[config.mk]
export PLATFORM = sky130hd
export DESIGN_NAME = pattern_eval_scheduler
export DESIGN_NICKNAME = d
export VERILOG_FILES = /design/src/rtl/pattern_pkg.sv /design/src/rtl/pattern_window_acc.sv /design/src/rtl/pattern_eval_scheduler.sv
export SDC_FILE = /design/constraint.sdc
export NUM_CORES = 1
export LEC_CHECK = 0
export CAP_MARGIN = 20
export CORE_AREA = 4 4 263 265
export CTS_CLUSTER_SIZE = 10
export DETAILED_ROUTE_END_ITERATION = 8
export DIE_AREA = 0 0 267 269
export GPL_TIMING_DRIVEN = 0
export SYNTH_ARGS = -nofsm -noshare
export SYNTH_HDL_FRONTEND = slang
export SYNTH_SLANG_ARGS = --single-unit
[constraint.sdc]
create_clock -name clk_in -period 3.1 [get_ports clk_in]
set_clock_uncertainty 0.2 [all_clocks]
set_input_delay 0.465 -clock clk_in [delete_from_list [all_inputs] [get_ports clk_in]]
set_output_delay 0.465 -clock clk_in [all_outputs]
set_load 0.1 [all_outputs]
[src/rtl/pattern_pkg.sv]
// Shared types and widths for the pattern evaluator scheduler.
package pattern_pkg;

   typedef enum logic [1:0] {
      IDLE   = 2'd0,
      LAUNCH = 2'd1,
      RUN    = 2'd2,
      REPORT = 2'd3
   } state_t;

   localparam int BALL_MAX = 7;
   localparam int X_W      = 11;
   localparam int Y_W      = 10;
   localparam int ERR_W    = 15;
   localparam logic [ERR_W-1:0] ERR_SAT = 15'h7FFF;

endpackage

[src/rtl/pattern_window_acc.sv]
// Aggregates per-frame error/verdict over WINDOW frames and pulses when a window closes.
module pattern_window_acc
   import pattern_pkg::*;
#(
   parameter int WINDOW = 8,
   localparam int WIN_W = $clog2(WINDOW)
) (
   input  logic                   clk_in,
   input  logic                   rst_in,
   input  logic                   update_in,
   input  logic [ERR_W-1:0]       frame_error_in,
   input  logic                   frame_correct_in,
   output logic                   window_valid_out,
   output logic [ERR_W+WIN_W-1:0] window_error_out,
   output logic [WIN_W:0]         window_correct_out
);

   logic [ERR_W+WIN_W-1:0] acc_err;
   logic [WIN_W:0]         acc_cnt;
   logic [WIN_W-1:0]       frame_cnt;
   logic [ERR_W+WIN_W-1:0] err_sum;
   logic [WIN_W:0]         cnt_sum;

   // Sums include the frame being reported so the closing frame lands in the output.
   assign err_sum = acc_err + (ERR_W+WIN_W)'(frame_error_in);
   assign cnt_sum = acc_cnt + (WIN_W+1)'(frame_correct_in);

   always_ff @(posedge clk_in) begin
      if (rst_in) begin
         acc_err            <= '0;
         acc_cnt            <= '0;
         frame_cnt          <= '0;
         window_valid_out   <= 1'b0;
         window_error_out   <= '0;
         window_correct_out <= '0;
      end else begin
         window_valid_out <= 1'b0;
         if (update_in) begin
            if (frame_cnt == WIN_W'(WINDOW - 1)) begin
               window_error_out   <= err_sum;
               window_correct_out <= cnt_sum;
               window_valid_out   <= 1'b1;
               acc_err            <= '0;
               acc_cnt            <= '0;
               frame_cnt          <= '0;
            end else begin
               acc_err   <= err_sum;
               acc_cnt   <= cnt_sum;
               frame_cnt <= frame_cnt + 1'b1;
            end
         end
      end
   end

endmodule

[src/rtl/pattern_eval_scheduler.sv]
// Per-frame sequencer for the pattern evaluator: snapshot, restart, collect, aggregate.
// Optional RUN watchdog enabled by PATTERN_SCHED_TIMEOUT_EN.
//
//  state  | meaning
//  IDLE   | waiting for frame_valid_in; captures inputs on accept
//  LAUNCH | one-cycle evaluator restart strobe; stale eval_valid_in ignored
//  RUN    | waiting for evaluator result (or watchdog expiry)
//  REPORT | frame_done_out pulse; window and streak update
module pattern_eval_scheduler
   import pattern_pkg::*;
#(
   parameter int WINDOW         = 8,
   parameter int TIMEOUT_CYCLES = 4096,
   localparam int WIN_W         = $clog2(WINDOW)
) (
   input  logic                            clk_in,
   input  logic                            rst_in,
   input  logic                            frame_valid_in,
   input  logic [2:0]                      num_balls_in,
   input  logic [BALL_MAX-1:0][X_W-1:0]    model_x_in,
   input  logic [BALL_MAX-1:0][Y_W-1:0]    model_y_in,
   input  logic [BALL_MAX-1:0][X_W-1:0]    real_x_in,
   input  logic [BALL_MAX-1:0][Y_W-1:0]    real_y_in,
   output logic                            eval_rst_out,
   output logic [2:0]                      eval_num_balls_out,
   output logic [BALL_MAX-1:0][X_W-1:0]    eval_model_x_out,
   output logic [BALL_MAX-1:0][Y_W-1:0]    eval_model_y_out,
   output logic [BALL_MAX-1:0][X_W-1:0]    eval_real_x_out,
   output logic [BALL_MAX-1:0][Y_W-1:0]    eval_real_y_out,
   input  logic                            eval_valid_in,
   input  logic [ERR_W-1:0]                eval_error_in,
   input  logic                            eval_correct_in,
   output logic                            busy_out,
   output logic                            frame_done_out,
   output logic [ERR_W-1:0]                frame_error_out,
   output logic                            frame_correct_out,
   output logic                            window_valid_out,
   output logic [ERR_W+WIN_W-1:0]          window_error_out,
   output logic [WIN_W:0]                  window_correct_out,
   output logic [7:0]                      streak_out,
   output logic [7:0]                      dropped_out,
   output logic                            timeout_out
);

   state_t state, state_nxt;
   logic   accept;

   assign accept = (state == IDLE) && frame_valid_in;

`ifdef PATTERN_SCHED_TIMEOUT_EN
   localparam int TMO_W = $clog2(TIMEOUT_CYCLES + 1);
   logic [TMO_W-1:0] tmo_cnt;
   logic             tmo_hit;

   // Loaded in LAUNCH so terminal count is reached on the TIMEOUT_CYCLES-th RUN cycle.
   always_ff @(posedge clk_in) begin
      if (rst_in) begin
         tmo_cnt     <= '0;
         timeout_out <= 1'b0;
      end else begin
         if (state == LAUNCH)
            tmo_cnt <= TMO_W'(TIMEOUT_CYCLES - 1);
         else if (state == RUN && tmo_cnt != '0)
            tmo_cnt <= tmo_cnt - 1'b1;
         if (tmo_hit)
            timeout_out <= 1'b1;
      end
   end

   assign tmo_hit = (state == RUN) && (tmo_cnt == '0) && !eval_valid_in;
`else
   assign timeout_out = 1'b0;
`endif

   always_ff @(posedge clk_in) begin
      if (rst_in) state <= IDLE;
      else        state <= state_nxt;
   end

   always_comb begin
      state_nxt = state;
      case (state)
         IDLE:    if (frame_valid_in)
                     state_nxt = (num_balls_in == 3'd0) ? REPORT : LAUNCH;
         LAUNCH:  state_nxt = RUN;
         RUN: begin
            if (eval_valid_in)
               state_nxt = REPORT;
`ifdef PATTERN_SCHED_TIMEOUT_EN
            else if (tmo_hit)
               state_nxt = REPORT;
`endif
         end
         REPORT:  state_nxt = IDLE;
         default: state_nxt = IDLE;
      endcase
   end

   always_comb begin
      busy_out       = (state != IDLE);
      eval_rst_out   = (state == LAUNCH);
      frame_done_out = (state == REPORT);
   end

   always_ff @(posedge clk_in) begin
      if (rst_in) begin
         eval_num_balls_out <= '0;
         eval_model_x_out   <= '0;
         eval_model_y_out   <= '0;
         eval_real_x_out    <= '0;
         eval_real_y_out    <= '0;
         frame_error_out    <= '0;
         frame_correct_out  <= 1'b0;
         streak_out         <= '0;
         dropped_out        <= '0;
      end else begin
         if (accept) begin
            eval_num_balls_out <= num_balls_in;
            eval_model_x_out   <= model_x_in;
            eval_model_y_out   <= model_y_in;
            eval_real_x_out    <= real_x_in;
            eval_real_y_out    <= real_y_in;
            if (num_balls_in == 3'd0) begin
               frame_error_out   <= '0;
               frame_correct_out <= 1'b0;
            end
         end
         if (frame_valid_in && state != IDLE && dropped_out != 8'hFF)
            dropped_out <= dropped_out + 1'b1;
         if (state == RUN) begin
            if (eval_valid_in) begin
               frame_error_out   <= eval_error_in;
               frame_correct_out <= eval_correct_in;
            end
`ifdef PATTERN_SCHED_TIMEOUT_EN
            else if (tmo_hit) begin
               frame_error_out   <= ERR_SAT;
               frame_correct_out <= 1'b0;
            end
`endif
         end
         if (state == REPORT) begin
            if (!frame_correct_out)
               streak_out <= '0;
            else if (streak_out != 8'hFF)
               streak_out <= streak_out + 1'b1;
         end
      end
   end

   pattern_window_acc #(.WINDOW(WINDOW)) u_window_acc (
      .clk_in             (clk_in),
      .rst_in             (rst_in),
      .update_in          (state == REPORT),
      .frame_error_in     (frame_error_out),
      .frame_correct_in   (frame_correct_out),
      .window_valid_out   (window_valid_out),
      .window_error_out   (window_error_out),
      .window_correct_out (window_correct_out)
   );

endmodule

# Yosys cells after proc, flatten, opt, wreduce, memory -nomap -nowiden
# Cells that the tools add are included.
dict set report classes {
  add_sub_neg 5
  eq_ne 9
  muxes 18
  bitwise_logic 1
  reduce_logical 10
}
# op n
set ops {}
lappend ops {{2-to-1 mux 15 bit} 4}
lappend ops {{adder 18 x 15 -> 18 bit} 1}
lappend ops {{2-to-1 mux 18 bit} 1}
lappend ops {{adder 8 x 1 -> 8 bit (second input constant)} 2}
lappend ops {{2-to-1 mux 8 bit} 2}
lappend ops {{!= test 8 bit (second input constant)} 2}
lappend ops {{case mux 2 bit (4 select lines)} 1}
lappend ops {{2-to-1 mux 2 bit} 3}
lappend ops {{AND reduction 2 bit} 3}
lappend ops {{2-to-1 mux 1 bit} 5}
lappend ops {{adder 4 x 1 -> 4 bit} 1}
lappend ops {{equality test 2 bit (second input constant)} 2}
lappend ops {{2-to-1 mux 4 bit} 1}
lappend ops {{!= test 2 bit (second input constant)} 2}
lappend ops {{adder 3 x 1 -> 3 bit (second input constant)} 1}
lappend ops {{equality test 3 bit (second input constant)} 1}
lappend ops {{logical AND 1 bit} 3}
lappend ops {{zero test 3 bit} 1}
lappend ops {{2-to-1 mux 3 bit} 1}
lappend ops {{equality test 2 x 1 -> 1 bit (second input constant)} 1}
lappend ops {{zero test 2 bit} 1}
lappend ops {{!= test 2 x 1 -> 1 bit (second input constant)} 1}
lappend ops {{nonzero test 2 bit} 1}
lappend ops {{OR reduction 2 bit} 1}
lappend ops {{NOT 1 bit} 1}
dict set report totals {
  register_bits 379
  inputBits 317
  output_inout_bits 356
  wordCells 83
}

# Longest topological paths before layout
dict set report depth {
  word_depth 5
  mapped_depth 9
  ltp_nobuf 9
}

# Modules after synthesis
# A second synthesis with hierarchy kept.
dict set report hier_totals {
  hier_cells 1802
  area_unflattened_um2 14849.2
}
# module instances cells_each area_each_um2 seq_area_each_um2
set modules_own_cells {}
lappend modules_own_cells {pattern_eval_scheduler 1 1482 12069.1 6626.4}
lappend modules_own_cells {pattern_window_acc 1 320 2780.2 960.9}

# Least setup slack after synthesis
# Ideal clock, no wire load.
dict set report synth_path {
  kind {register -> register}
  startpoint {register frame_error_out[0]}
  endpoint {register u_window_acc.window_error_out[14]}
  setup_ns 0.058
  arrival_ns 2.896
  required_ns 2.842
  setup_slack_ns -0.054
  stages_incl_launch_ff 10
  n_path_buf 0
  period_less_slack_ns 3.154
  cell_sequence {dfxtp_1 ha_1 inv_1 fa_1 nor2b_1 o2111ai_1 a2111oi_0 nor3_1 nor4_1 a211o_1}
}
dict set report synth_via {
  elab_chain_cells 1
}
# item line
set synth_rtl {}
lappend synth_rtl {{from (decl)} pattern_eval_scheduler.sv:35} ;# output logic [ERR_W-1:0] frame_error_out,
lappend synth_rtl {{from (signal assigned)} pattern_eval_scheduler.sv:132} ;# frame_error_out <= eval_error_in;
lappend synth_rtl {{adder 18 x 15 -> 18 bit} pattern_window_acc.sv:25} ;# assign err_sum = acc_err + (ERR_W+WIN_W)'(frame_error_in);
lappend synth_rtl {{to (signal assigned)} pattern_window_acc.sv:40} ;# window_error_out <= err_sum;
lappend synth_rtl {{to (decl)} pattern_window_acc.sv:14} ;# output logic [ERR_W+WIN_W-1:0] window_error_out,
# No other way between the ends.
# A chain may end at the register's enable or synchronous reset.

# Final worst setup path
dict set report layout_path {
  startpoint {register state[0]}
  endpoint {output port busy_out}
}
dict set report layout_via {
  elab_chain_cells 1
}
# item line
set layout_rtl {}
lappend layout_rtl {{from (decl)} pattern_eval_scheduler.sv:45} ;# state_t state, state_nxt;
lappend layout_rtl {{from (signal assigned)} pattern_eval_scheduler.sv:77} ;# else state <= state_nxt;
lappend layout_rtl {{nonzero test 2 bit} pattern_eval_scheduler.sv:100} ;# busy_out = (state != IDLE);
lappend layout_rtl {{to (decl)} pattern_eval_scheduler.sv:33} ;# output logic busy_out,
# No other way between the ends.

==> summary.md <==
| Metric | Value |
|---|---|
| Post-synth cell types | `54` |
| Critical path's slowest cell | `dlygate4sd2_1` |
| Longest Clk Path Bufs | `3` |
| Max Slew Vio Count | `0` |
| Worst Tran Pin Value | `between 1000 and 1500 ps` |
| Skew-Pair Late Insertion Delay | `about 550 ps` |
| Top post-synthesis cells by count | `642 x nand2_1, 379 x dfxtp_1, 334 x a21oi_1, 118 x clkbuf_1, 58 x nor2_1` |
| RSZ-0062 raised after global routing | `false` |
| Period utilization | `a little over nine tenths` |
| Filler Cells Inserted | `a little over 7000` |
| Final instance count without filler cells | `roughly 3400` |
| TNS Setup | `0 ps` |
| Initial core utilization | `21.2%` |
| Sequential share of the synthesized area | `a little over half` |
| Sw Ratio | `approximately half` |
| Post-Place Cells | `3320` |
| Final HPWL DP | `48400 um` |
| Final Hold Slack | `approximately 240 ps` |
| Post-CTS Setup Inserts | `0` |
| Flops & latches, synth | `379` |
| Top-level I/O count | `673` |
| WP buf/inv | `3` |
| Largest stage delay, worst path | `slightly below 900 ps` |
| Initial antenna violation count | `3` |
| CTS tree | `yes` |
| CP required | `2430 ps` |
| Cell accounting for the most synthesized area | `dfxtp_1` |
| Int Power | `between 10000 and 15000 uW` |
| Post-Route WL | `a little over 60000 um` |
| Hold Path Class | `in2reg` |
| WHS Path Cells | `3` |
| Leak | `~0.0084 uW` |
| Post-synth ARST share | `0%` |
| Pwr dens | `935 nW/um^2` |
| Clock share of power | `about 22%` |
| GRT overflow | `0` |
| Worst EP arrival | `~2300 ps` |
| Final min period | `between 2000 and 3000 ps` |
| Reg area | `7590 sq um` |
| Mapped Area | `approximately 14000 sq um` |
| Worst vdd ir | `between 0.0005 and 0.0006 V` |
| Total clock sinks | `379` |
| H-tree levels | `2` |
| Worst reg2reg path endpoint | `eval_model_y_out[56]` |
| Num CTS Buffers | `45` |
| First-pass DRT Iterations | `5` |
| Vias in the first global route | `~14000` |
| Post-synth EDFFs | `0` |
| Initial drt markers | `approximately 800` |
| Die ar. | `between 70000 and 80000 sq um` |
| Top cells by area, synth | `dfxtp_1 54%, nand2_1 17%, a21oi_1 12%` |
| Rel. slew slack | `a little under a quarter` |
| Design area | `around 23000 sq um` |
| Site row count | `95` |
| Combinational share of power | `between 40% and 50%` |
| CTS clock-pin slew for the worst setup and hold paths | `around 60 ps` |
| Die Height | `~270 um` |
| Core box area | `about 67000 sq um` |
| Synth Area per Inst | `between 7 and 8 sq um` |
| Largest net degree at the start of global routing | `12` |
| Vias | `roughly 15000` |
| Layout cells sized above 1 | `just over 3%` |
| P_sw | `between 10000 and 15000 uW` |
| Reg2reg start | `state[0]` |
| WL per Instance | `around 18 um` |
| Outcome | `completed` |
| Root Buffer | `clkbuf_16` |
| Syn nets | `roughly 2100` |
| Routability cong. | `between 0.8 and 0.9` |
| Chip Width | `roughly 270 um` |
| First-pass GRT wire length | `87200 um` |
| Flop-to-flop setup slack | `around 300 ps` |
| Layout Utilization | `between 30% and 40%` |
| Post-synth top area share | `between 50% and 60%` |
| Endpoint type of the worst setup path | `output pin` |
| Final hold violations | `0` |
| Layout area overhead | `64.3%` |
| Layout Nets | `~2800` |
| Synth warnings | `0` |
| Vias per cell | `4.32` |
| Critical Path Source | `state[0]` |
| Reg2Reg Depth | `8` |
| Final setup violation count | `0` |
| Achievable Freq | `around 340 MHz` |
| Mapped Cells | `roughly 1800` |
| Worst-path cell chain | `inv_1 > ha_1 > inv_1 > dlygate4sd2_1` |
| DRT antenna net count | `0` |
| Worst-path fanout max | `4` |
| Stages on the worst setup path | `4` |
| Critical path class | `reg2out` |
| Top-count cell post-synth | `nand2_1` |
| Placed Instance Area | `between 20000 and 25000 sq um` |
| Area of the multi-input gates | `a little over 6000 sq um` |
| Flop pwr share | `28.3%` |
| Maxcap violations | `0` |
| CTS Hold Bufs | `0` |
| Synth Flop Type | `dfxtp_1` |
| Crit-path leading delay family | `buffers and inverters` |
| CP Launch Type | `register` |
| CP most frequent cell | `inv_1` |
| DRC Markers | `0` |
| GRT Util Overall | `15.8%` |
| Critical Path End | `busy_out` |
| IO Port Bufs | `670` |
==> cell type report <==
cell class | count | area share, %
clock inverter | 4 | 0.113
antenna | 2 | 0.0215
buffer | 125 | 2.11
timing repair buffer | 673 | 29.0
multi-input combinational | 1257 | 26.0
tap | 873 | 4.69
sequential | 379 | 32.6
clock buffer | 56 | 5.24
inverter | 12 | 0.194
==> routing by layer <==
| layer | part of all wire, % | global-route usage, % | wire length (um) | up-vias |
|---|---|---|---|---|
| met5 | 0.021 | 0 | 13 | - |
| met3 | 8.4 | 4.73 | 5200 | 93 |
| met1 | 40 | 18.8 | 24700 | 6680 |
| met4 | 3.0 | 5.43 | 1820 | 2 |
| met2 | 48 | 27.4 | 29800 | 536 |
| li1 | - | - | - | 7288 |
==> stage by stage <==
stage	power [uW]	setup WS, ps
2_1_floorplan	14000	21.3
4_1_cts	22000	13.7
6_report	21800	167
3_5_place_dp	17200	-700
5_1_grt	22700	30.8
3_3_place_gp	17100	-1070
==> repair_timing <==
item,in CTS,in global routing
setup endpoints to repair,208,52
cloned,0,0
pin swaps,0,0
gates resized for setup,9,3
hold endpoints to repair,0,0
==> power groups by stage <==
stage	clock, uW	sequential (uW)	combinational (uW)
CTS	4930	6160	10900
floorplan	0	11800	2160
finish	4760	6150	10800
detailed placement	0	6250	10900
global route	5090	6250	11400
global placement	0	6220	10900
==> how the worst min path moves through the flow <==
stage | from | to | slack, ps
final | real_x_in[12] | eval_real_x_out[12] | 240
after global routing | real_x_in[52] | eval_real_x_out[52] | 220
after CTS | real_x_in[73] | eval_real_x_out[73] | 190
after detailed placement | eval_model_y_out[63] | eval_model_y_out[63] | 250
after global placement | u_window_acc.acc_err[14] | u_window_acc.acc_err[14] | 240
after floorplan | u_window_acc.acc_err[10] | u_window_acc.acc_err[10] | 230
==> placed cells by master, fill, tap and decap left out, types with 3 or more instances in the layout <==
cell,instances
nor4_1,3
dlygate4sd2_1,3
o21ai_0,21
clkbuf_16,47
a31oi_1,6
mux2i_1,6
a22oi_1,17
buf_2,3
nor2_1,58
inv_1,12
dfxtp_1,378
nand3_1,16
nand2_1,641
and3_1,5
clkbuf_2,6
nor2b_1,12
nand2b_1,6
nand4_1,6
clkbuf_1,119
xor2_1,15
a211oi_1,7
nor3_1,7
xnor2_1,10
nand3b_1,8
ha_1,26
and2_1,3
clkdlybuf4s50_1,667
a21oi_1,334
nor3b_1,4
or3_1,3
a21o_1,8
buf_4,3
==> registers in the layout (all words and copies together), names as in the netlist <==
register,count
eval_model_x_out,77
eval_real_x_out,77
eval_model_y_out,70
eval_real_y_out,70
u_window_acc.acc_err,18
u_window_acc.window_error_out,18
frame_error_out,15
dropped_out,8
streak_out,8
u_window_acc.acc_cnt,4
u_window_acc.window_correct_out,4
eval_num_balls_out,3
u_window_acc.frame_cnt,3
state,2
frame_correct_out,1
u_window_acc.window_valid_out,1
==> worst min-delay path, delay by kind of cell <==
kind | cells | cell delay [ps]
simple gates | 1 | 50
compound gates | 1 | 50
buf+inv | 1 | 390
==> cells by family (layout without fill, tap and decap cells) <==
family	after synthesis	in the layout	share of synthesized area, %
compound gates	417	417	16.1
xor+xnor	25	25	1.55
buf+inv	138	870	3.76
fa+ha+maj	27	27	2.44
flops	379	379	53.6
other cells	1	3	0.0265
mux	6	6	0.424
simple gates	781	781	22.1
(Power assumes the default switching activity.)
